## src/rtl/status_msg_pkg.sv

```systemverilog
// Shared types and constants for the status message transmitter.
package status_msg_pkg;

  // Message kinds, listed in arbitration priority order.
  typedef enum logic [1:0] {
    MSG_FIM = 2'd0,
    MSG_BPM = 2'd1,
    MSG_BDM = 2'd2
  } msg_t;

  // Serialiser phases. LOAD belongs to the message sequencer; the byte
  // transmitter only walks IDLE -> START -> DATA -> STOP.
  typedef enum logic [2:0] {
    ST_IDLE  = 3'd0,
    ST_LOAD  = 3'd1,
    ST_START = 3'd2,
    ST_DATA  = 3'd3,
    ST_STOP  = 3'd4
  } state_t;

  // Message sequencer control: waiting, fetching a byte, byte in flight.
  typedef enum logic [1:0] {
    CTL_IDLE = 2'd0,
    CTL_LOAD = 2'd1,
    CTL_SEND = 2'd2
  } ctl_t;

  // Message lengths in bytes.
  localparam logic [3:0] FIM_LEN = 4'd9;
  localparam logic [3:0] BPM_LEN = 4'd9;
  localparam logic [3:0] BDM_LEN = 4'd8;

  // ASCII characters used by the messages.
  localparam logic [7:0] A_B    = 8'h42;
  localparam logic [7:0] A_C    = 8'h43;
  localparam logic [7:0] A_D    = 8'h44;
  localparam logic [7:0] A_E    = 8'h45;
  localparam logic [7:0] A_F    = 8'h46;
  localparam logic [7:0] A_I    = 8'h49;
  localparam logic [7:0] A_M    = 8'h4D;
  localparam logic [7:0] A_P    = 8'h50;
  localparam logic [7:0] A_R    = 8'h52;
  localparam logic [7:0] A_S    = 8'h53;
  localparam logic [7:0] A_U    = 8'h55;
  localparam logic [7:0] A_0    = 8'h30;
  localparam logic [7:0] A_DASH = 8'h2D;
  localparam logic [7:0] A_HASH = 8'h23;

  // Index of the final byte of a message of the given kind.
  function automatic logic [3:0] msg_last_idx(input msg_t t);
    case (t)
      MSG_BPM: return BPM_LEN - 4'd1;
      MSG_BDM: return BDM_LEN - 4'd1;
      default: return FIM_LEN - 4'd1;
    endcase
  endfunction

  // Unit letter for a block-dropped code (1=R, 2=C, 3=E).
  function automatic logic [7:0] unit_char(input logic [1:0] code);
    case (code)
      2'd1:    return A_R;
      2'd2:    return A_C;
      default: return A_E;
    endcase
  endfunction

endpackage

```

## src/rtl/status_msg_tx_uart.sv

```systemverilog
// 8N1 byte serialiser: start bit, eight data bits LSB first, one stop bit,
// each CLKS_PER_BIT cycles long. Accepts a byte when i_start is seen while
// o_ready is high; o_done marks the final cycle of the stop bit.
module uart_byte_tx
  import status_msg_pkg::*;
#(
  parameter int CLKS_PER_BIT = 434
) (
  input  logic       i_clk,
  input  logic       i_rst,
  input  logic       i_start,
  input  logic [7:0] i_data,
  output logic       o_ready,
  output logic       o_done,
  output logic       o_tx
);

  localparam int BAUD_W = (CLKS_PER_BIT > 1) ? $clog2(CLKS_PER_BIT) : 1;
  localparam logic [BAUD_W-1:0] BAUD_LAST = BAUD_W'(CLKS_PER_BIT - 1);

  state_t            r_state;
  logic [BAUD_W-1:0] r_baud;
  logic [2:0]        r_bit;
  logic [7:0]        r_shift;
  logic              r_tx;
  logic              w_baud_last;

  assign w_baud_last = (r_baud == BAUD_LAST);
  assign o_ready     = (r_state == ST_IDLE);
  assign o_done      = (r_state == ST_STOP) && w_baud_last;
  assign o_tx        = r_tx;

  // Bit-timing state machine; the line level is registered so tx never glitches.
  always_ff @(posedge i_clk or posedge i_rst) begin
    if (i_rst) begin
      r_state <= ST_IDLE;
      r_baud  <= '0;
      r_bit   <= '0;
      r_shift <= '0;
      r_tx    <= 1'b1;
    end else begin
      case (r_state)
        ST_IDLE: begin
          r_baud <= '0;
          r_bit  <= '0;
          r_tx   <= 1'b1;
          if (i_start) begin
            r_shift <= i_data;
            r_tx    <= 1'b0;
            r_state <= ST_START;
          end
        end
        ST_START: begin
          if (w_baud_last) begin
            r_baud  <= '0;
            r_tx    <= r_shift[0];
            r_state <= ST_DATA;
          end else begin
            r_baud <= r_baud + 1'b1;
          end
        end
        ST_DATA: begin
          if (w_baud_last) begin
            r_baud <= '0;
            if (r_bit == 3'd7) begin
              r_tx    <= 1'b1;
              r_state <= ST_STOP;
            end else begin
              r_bit   <= r_bit + 3'd1;
              r_shift <= {1'b0, r_shift[7:1]};
              r_tx    <= r_shift[1];
            end
          end else begin
            r_baud <= r_baud + 1'b1;
          end
        end
        ST_STOP: begin
          if (w_baud_last) begin
            r_baud  <= '0;
            r_state <= ST_IDLE;
          end else begin
            r_baud <= r_baud + 1'b1;
          end
        end
        default: begin
          r_state <= ST_IDLE;
          r_tx    <= 1'b1;
        end
      endcase
    end
  end

endmodule

```

## src/rtl/status_msg_tx.sv

```systemverilog
// Status message transmitter: detects FIM/BPM/BDM requests, holds one
// pending slot per message kind, and sends the winning message as ASCII
// over an 8N1 UART line.
module status_msg_tx
  import status_msg_pkg::*;
#(
  parameter int CLKS_PER_BIT = 434
) (
  input  logic       clk,
  input  logic       reset,
  input  logic       send_msg_fim,
  input  logic       send_msg_bpm,
  input  logic [2:0] send_msg_bdm,
  input  logic [2:0] su,
  output logic       tx,
  output logic       busy,
  output logic       msg_done
);

  // Request edge detection
  logic       r_fim_q;
  logic       r_bpm_q;
  logic [2:0] r_bdm_q;
  logic       w_fim_fire;
  logic       w_bpm_fire;
  logic       w_bdm_fire;

  // Pending slots and their captured fields
  logic       r_pend_fim;
  logic       r_pend_bpm;
  logic       r_pend_bdm;
  logic [2:0] r_su_fim;
  logic [2:0] r_su_bpm;
  logic [1:0] r_bdm_code;

  // Active message
  ctl_t       r_ctl;
  msg_t       r_act_type;
  logic [2:0] r_act_su;
  logic [1:0] r_act_code;
  logic [3:0] r_idx;
  logic       r_busy;

  // Byte transmitter interface
  logic [7:0] w_byte;
  logic       w_start;
  logic       w_ready;
  logic       w_byte_done;
  logic       w_last_byte;

  assign w_fim_fire  = send_msg_fim && !r_fim_q;
  assign w_bpm_fire  = send_msg_bpm && !r_bpm_q;
  assign w_bdm_fire  = (send_msg_bdm != r_bdm_q) && (send_msg_bdm != 3'd0) && !send_msg_bdm[2];

  assign w_start     = (r_ctl == CTL_LOAD) && w_ready;
  assign w_last_byte = (r_idx == msg_last_idx(r_act_type));
  assign busy        = r_busy;
  assign msg_done    = (r_ctl == CTL_SEND) && w_byte_done && w_last_byte;

  // Registered copies of the request inputs for edge detection.
  always_ff @(posedge clk or posedge reset) begin
    if (reset) begin
      r_fim_q <= 1'b0;
      r_bpm_q <= 1'b0;
      r_bdm_q <= 3'd0;
    end else begin
      r_fim_q <= send_msg_fim;
      r_bpm_q <= send_msg_bpm;
      r_bdm_q <= send_msg_bdm;
    end
  end

  // Message sequencer with the pending queue; a new request wins over the
  // grant-clear in the same cycle so back-to-back requests are never lost.
  always_ff @(posedge clk or posedge reset) begin
    if (reset) begin
      r_ctl      <= CTL_IDLE;
      r_busy     <= 1'b0;
      r_idx      <= 4'd0;
      r_act_type <= MSG_FIM;
      r_act_su   <= 3'd0;
      r_act_code <= 2'd0;
      r_pend_fim <= 1'b0;
      r_pend_bpm <= 1'b0;
      r_pend_bdm <= 1'b0;
      r_su_fim   <= 3'd0;
      r_su_bpm   <= 3'd0;
      r_bdm_code <= 2'd0;
    end else begin
      case (r_ctl)
        CTL_IDLE: begin
          r_idx <= 4'd0;
          if (r_pend_fim) begin
            r_pend_fim <= 1'b0;
            r_act_type <= MSG_FIM;
            r_act_su   <= r_su_fim;
            r_busy     <= 1'b1;
            r_ctl      <= CTL_LOAD;
          end else if (r_pend_bpm) begin
            r_pend_bpm <= 1'b0;
            r_act_type <= MSG_BPM;
            r_act_su   <= r_su_bpm;
            r_busy     <= 1'b1;
            r_ctl      <= CTL_LOAD;
          end else if (r_pend_bdm) begin
            r_pend_bdm <= 1'b0;
            r_act_type <= MSG_BDM;
            r_act_code <= r_bdm_code;
            r_busy     <= 1'b1;
            r_ctl      <= CTL_LOAD;
          end
        end
        CTL_LOAD: begin
          if (w_ready) begin
            r_ctl <= CTL_SEND;
          end
        end
        CTL_SEND: begin
          if (w_byte_done) begin
            if (w_last_byte) begin
              r_idx  <= 4'd0;
              r_busy <= 1'b0;
              r_ctl  <= CTL_IDLE;
            end else begin
              r_idx <= r_idx + 4'd1;
              r_ctl <= CTL_LOAD;
            end
          end
        end
        default: begin
          r_busy <= 1'b0;
          r_ctl  <= CTL_IDLE;
        end
      endcase

      if (w_fim_fire) begin
        r_pend_fim <= 1'b1;
        r_su_fim   <= su;
      end
      if (w_bpm_fire) begin
        r_pend_bpm <= 1'b1;
        r_su_bpm   <= su;
      end
      if (w_bdm_fire) begin
        r_pend_bdm <= 1'b1;
        r_bdm_code <= send_msg_bdm[1:0];
      end
    end
  end

  // Byte selection for the active message and byte index.
  always_comb begin
    w_byte = A_HASH;
    case (r_act_type)
      MSG_FIM, MSG_BPM: begin
        case (r_idx)
          4'd0:    w_byte = (r_act_type == MSG_FIM) ? A_F : A_B;
          4'd1:    w_byte = (r_act_type == MSG_FIM) ? A_I : A_P;
          4'd2:    w_byte = A_M;
          4'd3:    w_byte = A_DASH;
          4'd4:    w_byte = A_S;
          4'd5:    w_byte = A_U;
          4'd6:    w_byte = A_0 + {5'd0, r_act_su};
          4'd7:    w_byte = A_DASH;
          default: w_byte = A_HASH;
        endcase
      end
      MSG_BDM: begin
        case (r_idx)
          4'd0:    w_byte = A_B;
          4'd1:    w_byte = A_D;
          4'd2:    w_byte = A_M;
          4'd3:    w_byte = A_DASH;
          4'd4:    w_byte = unit_char(r_act_code);
          4'd5:    w_byte = A_U;
          4'd6:    w_byte = A_DASH;
          default: w_byte = A_HASH;
        endcase
      end
      default: w_byte = A_HASH;
    endcase
  end

  uart_byte_tx #(
    .CLKS_PER_BIT(CLKS_PER_BIT)
  ) u_byte_tx (
    .i_clk   (clk),
    .i_rst   (reset),
    .i_start (w_start),
    .i_data  (w_byte),
    .o_ready (w_ready),
    .o_done  (w_byte_done),
    .o_tx    (tx)
  );

endmodule
```

## config.mk

```make
export PLATFORM = sky130hd
export DESIGN_NAME = status_msg_tx
export DESIGN_NICKNAME = d
export VERILOG_FILES = /design/src/rtl/status_msg_pkg.sv /design/src/rtl/status_msg_tx_uart.sv /design/src/rtl/status_msg_tx.sv
export SDC_FILE = /design/constraint.sdc
export NUM_CORES = 1
export LEC_CHECK = 0
export BUFFER_PORTS_ARGS = -buffer_cell sky130_fd_sc_hd__buf_2
export CAP_MARGIN = 40
export CORE_MARGIN = 8
export CORE_UTILIZATION = 40
export CTS_CLUSTER_SIZE = 20
export DETAILED_ROUTE_END_ITERATION = 10
export SLEW_MARGIN = 20
export SYNTH_ARGS = -nofsm -noshare
export SYNTH_HDL_FRONTEND = slang
export SYNTH_HIERARCHICAL = 1
export SYNTH_SLANG_ARGS = --single-unit
```

## constraint.sdc

```tcl
create_clock -name clk -period 2.2 [get_ports clk]
set_input_delay 0.11 -clock clk [delete_from_list [all_inputs] [get_ports clk]]
set_output_delay 0.11 -clock clk [all_outputs]
set_load 0.05 [all_outputs]
```

## Word level (Yosys, flattened, before mapping)

Index checks and enable logic that the tools add are counted.

- Add/subtract/negate cells: 4
- Eq/ne operators: 33
- Muxes and demuxes: 57
- Bitwise logic cells: 4
- Reductions and logical operators: 40

Operator list:

| cell | number |
|---|---|
| $pmux W7 S7 | 1 |
| $pmux W7 S6 | 1 |
| $pmux W8 S2 | 2 |
| $mux W3 | 10 |
| $mux W8 | 3 |
| $mux W1 | 19 |
| $pmux W9 S2 | 1 |
| $eq A4 B3 Y1 const B | 4 |
| $mux W2 | 8 |
| $ne A2 B2 Y1 const B | 7 |
| $reduce_bool A2 Y1 | 7 |
| $mux W4 | 3 |
| $pmux W3 S4 | 1 |
| $reduce_and A3 Y1 | 4 |
| $reduce_and A4 Y1 | 3 |
| $ne A2 B1 Y1 const B | 5 |
| $pmux W5 S2 | 1 |
| $add A9 B1 Y9 const B | 1 |
| $eq A9 B9 Y1 const B | 1 |
| $mux W9 | 1 |
| $eq A4 B2 Y1 const B | 2 |
| $logic_and A1 B1 Y1 | 8 |
| $pmux W4 S2 | 1 |
| $reduce_and A2 Y1 | 4 |
| 25 further kinds | 40 |

- Bits in registers: 54
- Bits of input ports: 10

## Longest topological paths before layout

- Depth in word-level cells: 6
- Depth in mapped cells: 9

## Cells and area by module

The synthesis kept the hierarchy.

By module, submodules not included:

| module | times used | cells each | area each (um^2) | seq. area each (um^2) |
|---|---|---|---|---|
| status_msg_tx | 1 | 166 | 1647.8 | 750.7 |
| uart_byte_tx | 1 | 123 | 1335.0 | 601.8 |

## Least setup slack after synthesis

Ideal clock, no wire load.

- Path kind: register to register
- Start point: reg r_idx[0]
- End point: reg u_byte_tx.r_shift[0]
- Arrival time: 2168 ps
- Data required time: 2075 ps
- Slack: -93 ps
- Cell stages (with the launch flop): 10
- Buffers on the path: 1
- Cell sequence: dfrtp_1 > inv_1 > ha_1 > clkbuf_1 > and2b_1 > a211oi_1 > nor2_1 > o32a_1 > mux2_2 > mux2_2

- Longest elaborated chain between the ends: 6

RTL lines:

| what | line | source |
|---|---|---|
| from (decl) | status_msg_tx.sv:41 | `logic [3:0] r_idx;` |
| from (signal assigned) | status_msg_tx.sv:125 | `r_idx <= r_idx + 4'd1;` |
| $eq A4 B2 Y1 (tied with other cells) | status_msg_tx.sv:156, status_msg_tx.sv:169 |  |
| $reduce_or A2 Y1 (no source line) | - |  |
| $pmux W7 S7 or $pmux W7 S6 (tied branches) | status_msg_tx.sv:156, status_msg_tx.sv:169 |  |
| $pmux W8 S2 (*) | status_msg_tx.sv:154 | `case (r_act_type)` |
| named net w_byte[0] | status_msg_tx.sv:45 | `logic [7:0] w_byte;` |
| $mux W8 (*) | status_msg_tx_uart.sv:47 | `if (i_start) begin` |
| $pmux W8 S2 (*) | status_msg_tx_uart.sv:42 | `case (r_state)` |
| to (signal assigned) | status_msg_tx_uart.sv:48 | `r_shift <= i_data;` |
| to (signal assigned) | status_msg_tx_uart.sv:70 | `r_shift <= {1'b0, r_shift[7:1]};` |
| to (decl) | status_msg_tx_uart.sv:24 | `logic [7:0] r_shift;` |

Mark *: on every way through the listed nets, which the timed path passes. The rest lies on a longest branch. The select of a mux whose other input is x is not followed.
A chain may end at the register's enable or synchronous reset.

## Worst setup path after layout

- Start point: reg r_idx[2]
- End point: out msg_done

- Longest elaborated chain between the ends: 2

RTL lines:

| what | line | source |
|---|---|---|
| $eq A4 B4 Y1 | status_msg_tx.sv:56 | `assign w_last_byte = (r_idx == msg_last_idx(r_act_type));` |
| $logic_and A1 B1 Y1 | status_msg_tx.sv:58 | `assign msg_done = (r_ctl == CTL_SEND) && w_byte_done && w_last_byte;` |
| to (decl) | status_msg_tx.sv:17 | `output logic msg_done` |

No other way between the ends.

==> results.sh <==
export IMPL_mappedNetlistNets=309
export IMPL_r2r_end="u_byte_tx/r_shift[0]$_DFFE_PP0P_"
export IMPL_fin_cells=439
export IMPL_core_um2=7250
export IMPL_diodes=0
export IMPL_die_w_um=102
export IMPL_area_growth_pct=21.9
export IMPL_peakVddDrop_mv=0.337
export IMPL_synth_flop_cell="dfrtp_1"
export IMPL_hold_path_startpoint="su[2]"
export IMPL_maxSlewHeadroom_pct=67.0
export IMPL_htreeDepth=2
export IMPL_multi_input_area_um2=1610
export IMPL_layout_common_cells="51 x dfrtp_1, 36 x buf_4, 27 x mux2_2, 19 x o21ai_0, 19 x nand2_1"
export IMPL_num_nets_final=359
export IMPL_wl_um=6460
export IMPL_critical_path_class="reg -> out"
export IMPL_cts_root_buf="clkbuf_8"
export IMPL_cts_buffers=5
export IMPL_drv_cap=0
export IMPL_drt_iter0_drc=107
export IMPL_power_density_nw_per_um2=470
export IMPL_die_area_um2=10500
export IMPL_hold_viol=0
export IMPL_power_total_w=0.00171
export IMPL_r2r_cells=8
export IMPL_finalMaxSlewViolations=0
export IMPL_netlist_instances=289
export IMPL_start_util_pct=41.1
export IMPL_rsz0062_at_grt="yes"
export IMPL_clk_latency_ns=0.31
export IMPL_ys_ff_latch=54
export IMPL_worstPathCellList="buf_4, or4b_4, mux2i_4, and3_4, buf_8"
export IMPL_drive_above_1_share_pct=32.4
export IMPL_layout_commonest_cell="dfrtp_1"
export IMPL_dp_hpwl_um=4620
export IMPL_status="complete, no violations"
export IMPL_hold_slack_ns=0.0418
export IMPL_first_global_vias=2394
export IMPL_critical_path_top_delay_family="simple AND/OR/NAND/NOR gates"
export IMPL_vias_per_cell=5.34
export IMPL_synth_edf_count=0
export IMPL_regArea_um2=1360
export IMPL_pin_count=13
export IMPL_crit_fanout=8
export IMPL_critPathLaunch="r_idx[2]$_DFFE_PP0P_"
export IMPL_grt_max_degree=31
export IMPL_yosys_warnings=6
export IMPL_fin_skew_ns=0.00619
export IMPL_crit_required_ns=2.09
export IMPL_antenna_found_initial=0
export IMPL_ys_async_sr_fraction_pct=100
export IMPL_fin_util_pct=50.1
export IMPL_grt_ovfl_total=0
export IMPL_drtPass1Iterations=4
export IMPL_final_setup_viol_count=0
export IMPL_period_share_pct=99.4
export IMPL_cp_start_kind="register"
export IMPL_critical_path_slowest_cell="or4b_4"
export IMPL_hold_path_class="in -> reg"
export IMPL_leakagePower_nw=1.60
export IMPL_clock_sinks=54
export IMPL_path_depth=5
export IMPL_synth_area_um2=2980
export IMPL_r2r_slack_ns=0.04
export IMPL_cp_endpoint="msg_done"
export IMPL_cp_end_kind="output port"
export IMPL_fp_dieH_um=102
export IMPL_place_congestion=0.842
export IMPL_synth_seq_area_share_pct=45.3
export IMPL_grt_pass1_wl_um=11100
export IMPL_syn_avg_cell_area_um2=10.3
export IMPL_fmax_mhz=457
export IMPL_post_place_ws_ns=-0.0318
export IMPL_fill_cells=682
export IMPL_dp_cells=418
export IMPL_setup_ws_ns=0.0124
export IMPL_antenna_left=0
export IMPL_arrival_ns=2.08
export IMPL_cts_buffer_depth=2
export IMPL_max_stage_delay_ns=0.50
export IMPL_cts_tree="built"
export IMPL_portBuffers=12
export IMPL_row_count=31
export IMPL_period_needed_ns=2.19
export IMPL_vias=2345
export IMPL_worst_pin_slew_ns=0.481
export IMPL_synth_cell_types=53
export IMPL_r2r_start="r_idx[0]$_DFFE_PP0P_"
export IMPL_drc=0
export IMPL_wire_per_inst_um=14.7
export IMPL_critPathBufInv=2
export IMPL_path_clk_slew_ns=0.09
export IMPL_track_usage_pct=13.1
==> stage by stage <==
step	instance area, um2	setup TNS (ns)
final	3640	0
after global routing	3640	-0.0673
after CTS	3550	0
after detailed placement	3350	-0.0355
after global placement	3350	0
after floorplan	3000	-0.00449
==> worst min path at each step <==
stage	end	slack (ns)	cells past startpoint
floorplan	u_byte_tx/r_baud[0]$_DFFE_PP0P_	0.12	1
global placement	u_byte_tx/r_bit[0]$_DFFE_PP0P_	0.19	3
detailed placement	u_byte_tx/r_bit[0]$_DFFE_PP0P_	0.18	3
CTS	r_su_bpm[2]$_DFFE_PP0P_	0.03	2
global route	r_su_bpm[2]$_DFFE_PP0P_	0.04	2
finish	r_su_bpm[2]$_DFFE_PP0P_	0.04	2
==> worst reg2reg max path, cell delays in order, from the launching register on <==
cell	delay, ns
dfrtp_1	0.40
inv_2	0.09
ha_4	0.18
and2b_1	0.18
a211oi_2	0.28
nor2_1	0.07
o32a_1	0.34
mux2_2	0.26
mux2_2	0.26
==> flip-flops by register name (all words and copies together) (netlist names), 2 cells and up <==
name and cells:
u_byte_tx/r_baud 9, u_byte_tx/r_shift 8, r_idx 4, r_act_su 3
r_bdm_q 3, r_su_bpm 3, r_su_fim 3, u_byte_tx/r_bit 3
u_byte_tx/r_state 3, r_act_code 2, r_act_type 2, r_bdm_code 2
r_ctl 2
==> report_power, final <==
group / total, W / internal (W) / leakage [nW] / switching, W
logic: 0.0000886 / 0.0000467 / 0.913 / 0.0000419
clock network: 0.000578 / 0.000254 / 0.0472 / 0.000325
registers: 0.00104 / 0.00102 / 0.643 / 0.0000174
==> logic make-up (layout without fill, tap and decap cells) <==
kind of cell / count (synthesis) / after routing / share of synthesized area (%)
AOI/OAI and AO/OA: 78 / 78 / 18.1
adders and majority gates: 10 / 10 / 4.19
buffers and inverters: 24 / 75 / 3.44
DFF: 54 / 54 / 45.3
muxes: 30 / 30 / 11.6
other: 1 / 1 / 0.126
and+or+nand+nor: 92 / 92 / 17.2
==> area by class of cell <==
| class | instances | share of cell area [%] |
|---|---|---|
| inverter | 12 | 1.24 |
| multi-input combinational | 211 | 44.2 |
| sequential | 54 | 37.3 |
| clock inverter | 2 | 0.344 |
| clock buffer | 6 | 2.27 |
| tap | 99 | 3.41 |
| timing repair buffer | 55 | 11.3 |
==> layer usage <==
metal,GRT usage (%),vias to the layer above,wire length [um]
met4,4.40,0,101
li1,-,1155,-
met2,20.2,28,3060
met1,17.8,1154,3100
met3,2.59,8,189
met5,0,-,0
==> cell usage after synthesis, drive strengths merged, types with 2 or more instances <==
cell	instances	area share [%]
nor3	9	1.5
nor4	3	1.1
nand4	2	0.42
mux2i	3	1.4
buf	5	1.0
clkbuf	7	0.88
a22oi	4	1.0
nand2	19	2.4
mux2	27	10
dfrtp	53	44
o21ai	19	3.2
o32ai	2	0.59
o21a	2	0.50
nand2b	11	2.3
a21o	5	1.3
or3b	2	0.59
and2b	3	0.75
inv	12	1.5
and3	4	0.84
a22o	3	0.88
a21oi	16	3.1
o21bai	3	0.75
nor2b	4	0.84
nor2	16	2.0
nand3	9	1.5
or2	3	0.63
a211oi	2	0.50
o31ai	3	0.75
or4b	2	0.92
a31oi	8	1.7
ha	10	4.2
==> repair_timing <==
item / CTS / global route
resized for setup: 9 / 10
buffers inserted: 2 / 5
cloned: 0 / 0
pin swaps: 2 / 3
setup endpoints to repair: 4 / 6
hold buffers: 6 / 0
endpoints found under the hold margin: 58 / 0
Power figures use the tool's default switching activity.
